<file path="config.mk">
export PLATFORM = sky130hd
export DESIGN_NAME = ram_8bits_controller_flat
export DESIGN_NICKNAME = d
export VERILOG_FILES = /design/src/rtl/ram_8bits_controller_if.sv /design/src/rtl/ram_8bits_controller.sv /design/src/flat_wrapper.sv
export SDC_FILE = /design/constraint.sdc
export NUM_CORES = 1
export LEC_CHECK = 0
export ABC_CLOCK_PERIOD_IN_PS = 1700
export CORE_ASPECT_RATIO = 1.5
export CORE_MARGIN = 5
export CORE_UTILIZATION = 39
export CTS_BUF_LIST = sky130_fd_sc_hd__clkbuf_16
export DETAILED_ROUTE_END_ITERATION = 16
export GPL_ROUTABILITY_DRIVEN = 0
export PLACE_DENSITY = 0.75
export SKIP_CTS_REPAIR_TIMING = 1
export SYNTH_ARGS = -nofsm -noshare
export SYNTH_HDL_FRONTEND = slang
export SYNTH_SLANG_ARGS = --single-unit
</file>
<file path="constraint.sdc">
create_clock -name clock -period 1.7 [get_ports clock]
set_clock_uncertainty 0.1 [all_clocks]
set_input_delay 0.51 -clock clock [delete_from_list [all_inputs] [get_ports clock]]
set_output_delay 0.51 -clock clock [all_outputs]
set_load 0.05 [all_outputs]
</file>
<file path="src/rtl/ram_8bits_controller_if.sv">
// Request/response, fill and RAM-pin bundle for the RAM_8bits controller.
// The slave modport is the controller's view; master is the requester/RAM side.
interface ram_8bits_controller_if #(
  parameter int ADDR_WIDTH = 8,
  parameter int DATA_WIDTH = 8
);
  logic                  req_valid;
  logic                  req_ready;
  logic                  req_write;
  logic [ADDR_WIDTH-1:0] req_addr;
  logic [DATA_WIDTH-1:0] req_wdata;
  logic                  rsp_valid;
  logic                  rsp_ready;
  logic [DATA_WIDTH-1:0] rsp_data;
  logic                  fill_start;
  logic [DATA_WIDTH-1:0] fill_value;
  logic                  fill_busy;
  logic                  fill_done;
  logic [ADDR_WIDTH-1:0] ram_address;
  logic                  ram_we;
  logic [DATA_WIDTH-1:0] ram_data_in;
  logic [DATA_WIDTH-1:0] ram_data_out;

  modport slave (
    input  req_valid, req_write, req_addr, req_wdata,
    output req_ready,
    output rsp_valid, rsp_data,
    input  rsp_ready,
    input  fill_start, fill_value,
    output fill_busy, fill_done,
    output ram_address, ram_we, ram_data_in,
    input  ram_data_out
  );

  modport master (
    output req_valid, req_write, req_addr, req_wdata,
    input  req_ready,
    input  rsp_valid, rsp_data,
    output rsp_ready,
    output fill_start, fill_value,
    input  fill_busy, fill_done,
    input  ram_address, ram_we, ram_data_in,
    output ram_data_out
  );
endinterface

</file>
<file path="src/rtl/ram_8bits_controller.sv">
// Sequencer for the synchronous RAM_8bits array: single read/write requests,
// held read responses, and a fill engine that writes one value to every word.
// The registered RAM pins double as the request latches: the address register
// holds the read address for the whole read, and during a fill it is the
// fill address counter.
module ram_8bits_controller #(
  parameter int ADDR_WIDTH   = 8,
  parameter int DATA_WIDTH   = 8,
  parameter int READ_LATENCY = 1,
  parameter int FILL_LAST    = 31
) (
  input logic clock,
  input logic reset,
  ram_8bits_controller_if.slave bus
);

  typedef enum logic [2:0] {
    IDLE,
    WRITE,
    READ,
    RESP,
    FILL
  } state_t;

  localparam logic [ADDR_WIDTH-1:0] FILL_END = ADDR_WIDTH'(FILL_LAST);
  localparam logic [2:0]            LAT_END  = 3'(READ_LATENCY);

  state_t                state, state_n;
  logic [2:0]            lat_cnt, lat_cnt_n;
  logic [ADDR_WIDTH-1:0] ram_address_q, ram_address_n;
  logic                  ram_we_q, ram_we_n;
  logic [DATA_WIDTH-1:0] ram_data_in_q, ram_data_in_n;
  logic                  rsp_valid_q, rsp_valid_n;
  logic [DATA_WIDTH-1:0] rsp_data_q, rsp_data_n;
  logic                  fill_busy_q, fill_busy_n;
  logic                  fill_done_q, fill_done_n;
  logic                  accept;

  // Requests are only taken in IDLE, and a simultaneous fill_start steals the slot.
  assign bus.req_ready = (state == IDLE) & ~bus.fill_start & ~reset;
  assign accept        = bus.req_valid & bus.req_ready;

  assign bus.ram_address = ram_address_q;
  assign bus.ram_we      = ram_we_q;
  assign bus.ram_data_in = ram_data_in_q;
  assign bus.rsp_valid   = rsp_valid_q;
  assign bus.rsp_data    = rsp_data_q;
  assign bus.fill_busy   = fill_busy_q;
  assign bus.fill_done   = fill_done_q;

  // State and every registered output; reset drops any in-flight request or fill.
  always_ff @(posedge clock or posedge reset) begin
    if (reset) begin
      state         <= IDLE;
      lat_cnt       <= '0;
      ram_address_q <= '0;
      ram_we_q      <= 1'b0;
      ram_data_in_q <= '0;
      rsp_valid_q   <= 1'b0;
      rsp_data_q    <= '0;
      fill_busy_q   <= 1'b0;
      fill_done_q   <= 1'b0;
    end else begin
      state         <= state_n;
      lat_cnt       <= lat_cnt_n;
      ram_address_q <= ram_address_n;
      ram_we_q      <= ram_we_n;
      ram_data_in_q <= ram_data_in_n;
      rsp_valid_q   <= rsp_valid_n;
      rsp_data_q    <= rsp_data_n;
      fill_busy_q   <= fill_busy_n;
      fill_done_q   <= fill_done_n;
    end
  end

  // Next state and next values of the registered outputs; WE defaults low and
  // fill_done defaults low so both are only asserted where explicitly wanted.
  always_comb begin
    state_n       = state;
    lat_cnt_n     = lat_cnt;
    ram_address_n = ram_address_q;
    ram_we_n      = 1'b0;
    ram_data_in_n = ram_data_in_q;
    rsp_valid_n   = rsp_valid_q;
    rsp_data_n    = rsp_data_q;
    fill_busy_n   = fill_busy_q;
    fill_done_n   = 1'b0;

    case (state)
      IDLE: begin
        if (bus.fill_start) begin
          state_n       = FILL;
          ram_we_n      = 1'b1;
          ram_address_n = '0;
          ram_data_in_n = bus.fill_value;
          fill_busy_n   = 1'b1;
        end else if (accept) begin
          ram_address_n = bus.req_addr;
          if (bus.req_write) begin
            state_n       = WRITE;
            ram_we_n      = 1'b1;
            ram_data_in_n = bus.req_wdata;
          end else begin
            state_n   = READ;
            lat_cnt_n = '0;
          end
        end
      end

      WRITE: begin
        state_n = IDLE;
      end

      READ: begin
        // The RAM samples the address one edge after accept, then needs
        // READ_LATENCY more edges before dataOut is worth capturing.
        if (lat_cnt == LAT_END) begin
          rsp_data_n  = bus.ram_data_out;
          rsp_valid_n = 1'b1;
          state_n     = RESP;
        end else begin
          lat_cnt_n = lat_cnt + 3'd1;
        end
      end

      RESP: begin
        if (bus.rsp_ready) begin
          rsp_valid_n = 1'b0;
          state_n     = IDLE;
        end
      end

      FILL: begin
        if (ram_address_q == FILL_END) begin
          fill_busy_n = 1'b0;
          fill_done_n = 1'b1;
          state_n     = IDLE;
        end else begin
          ram_we_n      = 1'b1;
          ram_address_n = ram_address_q + 1'b1;
        end
      end

      default: begin
        state_n = IDLE;
      end
    endcase
  end

endmodule

</file>
<file path="src/flat_wrapper.sv">
// flat-port wrapper written by rule: the top's interface ports become plain ports
module ram_8bits_controller_flat 
#(
  parameter int ADDR_WIDTH   = 8,
  parameter int DATA_WIDTH   = 8,
  parameter int READ_LATENCY = 1,
  parameter int FILL_LAST    = 31
)
  (clock, reset, bus_req_valid, bus_req_write, bus_req_addr, bus_req_wdata, bus_req_ready, bus_rsp_valid, bus_rsp_data, bus_rsp_ready, bus_fill_start, bus_fill_value, bus_fill_busy, bus_fill_done, bus_ram_address, bus_ram_we, bus_ram_data_in, bus_ram_data_out);
  ram_8bits_controller_if #(.ADDR_WIDTH(ADDR_WIDTH), .DATA_WIDTH(DATA_WIDTH)) bus_i ();
  input logic clock;
  input logic reset;
  input wire logic [$bits(bus_i.req_valid)-1:0] bus_req_valid;
  input wire logic [$bits(bus_i.req_write)-1:0] bus_req_write;
  input wire logic [$bits(bus_i.req_addr)-1:0] bus_req_addr;
  input wire logic [$bits(bus_i.req_wdata)-1:0] bus_req_wdata;
  output wire logic [$bits(bus_i.req_ready)-1:0] bus_req_ready;
  output wire logic [$bits(bus_i.rsp_valid)-1:0] bus_rsp_valid;
  output wire logic [$bits(bus_i.rsp_data)-1:0] bus_rsp_data;
  input wire logic [$bits(bus_i.rsp_ready)-1:0] bus_rsp_ready;
  input wire logic [$bits(bus_i.fill_start)-1:0] bus_fill_start;
  input wire logic [$bits(bus_i.fill_value)-1:0] bus_fill_value;
  output wire logic [$bits(bus_i.fill_busy)-1:0] bus_fill_busy;
  output wire logic [$bits(bus_i.fill_done)-1:0] bus_fill_done;
  output wire logic [$bits(bus_i.ram_address)-1:0] bus_ram_address;
  output wire logic [$bits(bus_i.ram_we)-1:0] bus_ram_we;
  output wire logic [$bits(bus_i.ram_data_in)-1:0] bus_ram_data_in;
  input wire logic [$bits(bus_i.ram_data_out)-1:0] bus_ram_data_out;
  assign bus_i.req_valid = bus_req_valid;
  assign bus_i.req_write = bus_req_write;
  assign bus_i.req_addr = bus_req_addr;
  assign bus_i.req_wdata = bus_req_wdata;
  assign bus_req_ready = bus_i.req_ready;
  assign bus_rsp_valid = bus_i.rsp_valid;
  assign bus_rsp_data = bus_i.rsp_data;
  assign bus_i.rsp_ready = bus_rsp_ready;
  assign bus_i.fill_start = bus_fill_start;
  assign bus_i.fill_value = bus_fill_value;
  assign bus_fill_busy = bus_i.fill_busy;
  assign bus_fill_done = bus_i.fill_done;
  assign bus_ram_address = bus_i.ram_address;
  assign bus_ram_we = bus_i.ram_we;
  assign bus_ram_data_in = bus_i.ram_data_in;
  assign bus_i.ram_data_out = bus_ram_data_out;
  ram_8bits_controller #(.ADDR_WIDTH(ADDR_WIDTH), .DATA_WIDTH(DATA_WIDTH), .READ_LATENCY(READ_LATENCY), .FILL_LAST(FILL_LAST)) u_core (.clock(clock), .reset(reset), .bus(bus_i));
endmodule
</file>
### Word-level counts from Yosys, hierarchy flattened

Cells that the tools add are included.

| storage, ports and cells | value |
|---|---|
| bits in latches | 0 |
| input port bits | 38 |
| bits in read-only memories | 0 |
| memory bits (writable) | 0 |
| output and inout bits | 29 |
| flip-flop bits (word level) | 34 |
| memories | 0 |

| operators by class | value |
|---|---|
| divide/modulo/power cells | 0 |
| add/sub/neg operators | 2 |
| equal/unequal tests | 15 |
| order comparisons | 0 |
| multipliers | 0 |
| reduce and logical (&&, ||, !) cells | 13 |
| bitwise gates (word level) | 5 |
| shifts and indexed selects | 0 |
| mux-type cells | 32 |

Operators by type and width:

| kind | number |
|---|---|
| two-way mux 8 bit | 6 |
| two-way mux 3 bit | 9 |
| case mux 8 bit (2 select lines) | 1 |
| inequality test 2 bit, second input constant | 6 |
| case mux 3 bit (4 select lines) | 1 |
| AND reduction 3 bit | 4 |
| two-way mux 1 bit | 10 |
| nonzero test 2 bit | 5 |
| adder 8 x 1 -> 8 bit, second input constant | 1 |
| equality test 8 x 5 -> 1 bit, second input constant | 1 |
| equality test 3 x 2 -> 1 bit, second input constant | 2 |
| inequality test 2 x 1 -> 1 bit, second input constant | 3 |
| case mux 1 bit (2 select lines) | 3 |
| case mux 3 bit (2 select lines) | 1 |
| AND reduction 5 bit | 1 |
| AND reduction 4 bit | 1 |
| adder 3 x 1 -> 3 bit, second input constant | 1 |
| AND 1 bit | 3 |
| equality test 3 x 1 -> 1 bit, second input constant | 1 |
| equality test 3 bit, second input constant | 1 |
| zero test 3 bit | 1 |
| inequality test 3 x 2 -> 1 bit, second input constant | 1 |
| two-way mux 2 bit | 1 |
| inverter 1 bit | 2 |
| AND reduction 2 bit | 1 |

### Depth between registers and ports, before layout

Gate-level depths: netlist of run 1.

| depth | value |
|---|---|
| word-level depth | 7 |
| depth in mapped cells | 6 |

### Least setup slack after synthesis of run 1

Ideal clock, no wire load.

| timing | value |
|---|---|
| path kind | reg2reg |
| start point | register u_core.ram_address_q[0] (netlist: u_core.bus.ram_address[0]) |
| end point | register u_core.fill_busy_q (netlist: u_core.bus.fill_busy) |
| path slack | -432 ps |
| arrival | 1899 ps |
| setup time | 133 ps |
| required time | 1467 ps |
| stages on the path, launching flop included | 6 |
| cells stage by stage | dfrtp_1 > ha_1 > nand4_1 > or4_1 > o31ai_1 > o21ai_0 |

| on the way | value |
|---|---|
| word-level cells in the longest chain between the ends | 3 |

RTL lines:

| element | RTL line | source |
|---|---|---|
| start: declaration | ram_8bits_controller.sv:30 | `logic [ADDR_WIDTH-1:0] ram_address_q, ram_address_n;` |
| start signal: assignment | ram_8bits_controller.sv:66 | `ram_address_q <= ram_address_n;` |
| equality test 8 x 5 -> 1 bit | ram_8bits_controller.sv:134 | `if (ram_address_q == FILL_END) begin` |
| inequality test 2 x 1 -> 1 bit (no line) | n/a |  |
| AND reduction 3 bit (no line) | n/a |  |
| end signal: assignment | ram_8bits_controller.sv:71 | `fill_busy_q <= fill_busy_n;` |
| end: declaration | ram_8bits_controller.sv:35 | `logic fill_busy_q, fill_busy_n;` |

Every way passes these cells.
A chain may end at the register's enable or synchronous reset.

### Worst setup path in the final report of run 1

| timing | value |
|---|---|
| start point | register u_core.state[0] |
| end point | output bus_req_ready |

| on the way | value |
|---|---|
| word-level cells in the longest chain between the ends | 3 |

RTL lines:

| element | RTL line | source |
|---|---|---|
| start: declaration | ram_8bits_controller.sv:28 | `state_t state, state_n;` |
| start signal: assignment | ram_8bits_controller.sv:64 | `state <= state_n;` |
| zero test 3 bit | ram_8bits_controller.sv:40 | `assign bus.req_ready = (state == IDLE) & ~bus.fill_start & ~reset;` |
| AND 1 bit (2 in series) | ram_8bits_controller.sv:40 |  |
| end: declaration | flat_wrapper.sv:17 | `output wire logic [$bits(bus_i.req_ready)-1:0] bus_req_ready;` |

Every way passes these cells.

==> key figures, run 1 <==
Status
  – Status: finished with violations
  – Failing checks: setup timing

Cells and area
  – Fraction of layout cells with a size suffix above 1: 44.4%
  – Area Growth Syn to Fin: 93.1%
  – Fin area: 3390 µm²
  – Non-Filler Instances: 327
  – Post-layout net count: 319
  – Antenna diode count: 0
  – Fillers: 270

STA
  – PnR worst setup slack: -0.207 ns
  – Slew of the pin with the lowest slew margin: 0.338 ns
  – Worst slew margin: 77.3%
  – TNS Setup: -0.578 ns
  – Final Slew Violations: 0
  – Post-layout minimum cycle time: 1.91 ns
  – RSZ-0062 raised after global routing: true
  – Final worst path period share: 112%
  – Final setup viols: 9
  – Final Hold Vio Count: 0
  – Fmax: 524 MHz

Clocking
  – Clock sinks: 34
  – Clk root buf: clkbuf_16
  – Clk pin slew, worst setup/hold paths: 0.05 ns
  – Htree depth: 2
  – Number of CTS-inserted buffers: 5
  – CTS tree: built
  – Clk buf depth: 2
  – Clk Latency, worst-skew pair: 0.28 ns

Power
  – Leakage power: 1.52 nW
  – Maximum VDD drop: 1.30 mV
  – Overall power: 0.00728 W
  – Power Density: 2150 nW/µm²

Floorplan
  – I/O Pins: 67
  – Row count: 30
  – Die X: 64.8 µm
  – Core Area: 4470 µm²
  – Full die area: 5970 µm²
  – Chip Height: 92.2 µm
  – Initial Util: 39.3%

Detailed routing
  – Routed len/inst: 18.9 µm
  – Vias post-DR: 1,870
  – Vias per inst: 5.72
  – Antenna viol nets, final: 0
  – # DRC: 0
  – Post-Route WL: 6190 µm
  – Initial DRC count: 61
  – Pre-Repair DR Iteration Count: 4

Place
  – Placed cells: 311
  – Placed inst area: 3030 µm²
  – I/O Buffers: 66
  – DP HPWL: 4180 µm

Min path
  – Worst Hold Class: primary input to asynchronous set/reset pin

Worst setup path
  – Largest stage delay, worst path: 0.44 ns
  – R2R Setup Slk: -0.11 ns
  – Reg2Reg Depth: 5
  – Critical Path RT: 1.09 ns
  – CP max stage cell: dfrtp_2
  – Worst setup EP type: output port
  – Critical Path Stages: 4
  – Setup crit start kind: flop
  – Crit-path leading delay family: flip-flops
  – CP Max Fanout: 4
  – Arrival @ worst endpoint: 1.30 ns
  – WS Path Type: flop to output port
  – Crit path cell chain: nor3_4 > nand2_2 > nor2_4 > buf_12
  – CP bufs+invs: 1

Synth
  – Leading area contributor after synthesis: dfrtp_1
  – Yosys warns: 0
  – Synth cell types: 43
  – FF+latch count, synth: 34
  – Average size of a mapped cell: 10.1 µm²
  – Post-synthesis sequential area ratio: 48.4%
  – Gate Count Post-Synth: 174
  – Yosys top cell area share: 48.4%
  – Post-Synthesis Net Count: 215
  – Top post-synthesis cells by area: dfrtp_1 (48%), o21ai_0 (5.4%), mux2_2 (5.1%)
  – Synthesized area: 1760 µm²

Global route
  – Vias in the first global route: 1,840
  – First-pass GRT wire length: 8570 µm
  – Tot GR Track Use: 18.7%
  – Initial antenna violation count: 0
  – Largest net degree at the start of global routing: 28
  – Total grt overflow: 0

Flow run
  – Maximum capacitance violations: 0
==> per-layer routing <==
metal	vias to the layer above	part of all wire, %	GRT usage (%)
li1	841	-	-
met1	941	35	20.5
met2	73	58	33.9
met3	15	4.3	3.43
met4	0	2.7	8.82
met5	-	0	0
==> final timing paths <==
path                                                       startpoint                               endpoint
worst min register to register  u_core.bus.ram_data_in[0]$_DFFE_PP0P_  u_core.bus.ram_data_in[0]$_DFFE_PP0P_
worst max register to register  u_core.bus.ram_address[0]$_DFFE_PP0P_       u_core.bus.fill_busy$_DFFE_PP0P_
min in group clock              u_core.bus.ram_data_in[0]$_DFFE_PP0P_  u_core.bus.ram_data_in[0]$_DFFE_PP0P_
max in group asynchronous                                       reset  u_core.bus.ram_address[1]$_DFFE_PP0P_
worst max-delay path                      u_core.state[0]$_DFFE_PP0P_                          bus_req_ready
worst min-delay path                                            reset            u_core.state[1]$_DFFE_PP0P_
==> logic make-up after synthesis <==
logic type      count (synthesis)  synth area share, %
mux                            16                 9.69
fa+ha+maj                       3                 2.14
simple gates                   54                 16.5
buf+inv                        15                 4.34
flops                          34                 48.4
compound gates                 52                 18.9
==> synthesized netlist by cell type (all sizes together) <==
library cell and count:
mux2i 8, and4 1, dfrtp 34, a21oi 7
o21a 3, o22ai 2, nor4b 1, nor2b 2
o21ai 20, a2bb2oi 3, inv 6, o31ai 4
and3b 1, or4 2, and2 1, and3 1
nor2 12, nand2 14, clkbuf 3, mux2 8
or2b 1, a31oi 2, a32oi 2, ha 3
a22oi 2, o22a 1, and2b 1, nand3 4
nand2b 1, a21o 2, nor4 2, buf 6
or3b 1, nor3b 1, o211ai 2, o2bb2ai 2
nand4 2, or2 1, nor3 5
==> registers in the layout (all words and copies together), names as in the netlist <==
| signal | count |
|---|---|
| u_core.bus.ram_data_in | 8 |
| u_core.bus.ram_address | 8 |
| u_core.lat_cnt | 3 |
| u_core.bus.fill_done | 1 |
| u_core.state | 3 |
| u_core.bus.fill_busy | 1 |
| u_core.bus.rsp_data | 8 |
| u_core.bus.ram_we | 1 |
| u_core.bus.rsp_valid | 1 |
==> cell usage in the layout (no fill, tap or decap), types with 2 or more instances in the layout <==
cell type,synthesis,layout
buf_4,0,33
clkdlybuf4s50_1,0,33
buf_12,0,31
dfrtp_1,34,27
o21ai_0,19,14
nand2_1,14,13
nor2_1,12,10
mux2i_1,8,8
mux2_2,8,8
dfrtp_2,0,7
inv_1,6,6
o21ai_1,1,5
clkbuf_16,0,5
buf_6,2,5
a21oi_1,7,4
nor3_2,0,4
dlymetal6s2s_1,0,4
nand3_1,4,3
o21a_1,3,3
a2bb2oi_2,0,3
nand4_1,2,2
o31ai_2,0,2
o31ai_1,4,2
or4_4,1,2
a32oi_1,2,2
o22ai_1,2,2
a21o_1,2,2
a21oi_2,0,2
a31oi_1,2,2
a22oi_1,2,2
ha_1,3,2
clkinv_2,0,2
==> layout make-up <==
cell class | instances | area [µm²] | area share (%)
flip-flops and latches | 34 | 860 | 25.3
inverters | 6 | 22.5 | 0.664
well taps | 48 | 60.1 | 1.77
clock buffers | 5 | 125 | 3.69
multi-input cells | 125 | 1010 | 29.7
clock inverters | 3 | 13.8 | 0.406
repair buffers | 106 | 1310 | 38.5
==> tightest hold or removal path, cell delays in order <==
cell	delay, ns
dlymetal6s2s_1	0.15
buf_4	0.16
inv_1	0.11
buf_4	0.18
==> report_power, final <==
part	internal [W]	switching (W)
clock	0.000531	0.000330
combinational	0.00236	0.00249
sequential	0.00119	0.000387
==> metrics by stage <==
| stage | setup slack [ns] | hold WS [ns] | utilization [%] |
|---|---|---|---|
| 2_1_floorplan | -0.182 | 0.381 | - |
| 3_3_place_gp | -0.427 | 0.400 | 67.8 |
| 3_5_place_dp | -0.487 | 0.432 | 67.8 |
| 4_1_cts | -0.356 | 0.444 | 70.9 |
| 5_1_grt | -0.247 | 0.421 | 75.9 |
| 6_report | -0.207 | 0.397 | 75.9 |
(Power assumes the default switching activity.)
==> run 2, diff against run 1 <==
- CTS_CLUSTER_SIZE: default -> 25
==> results of run 2 <==
Final layout, timing and power as in run 1 (identical DEF).
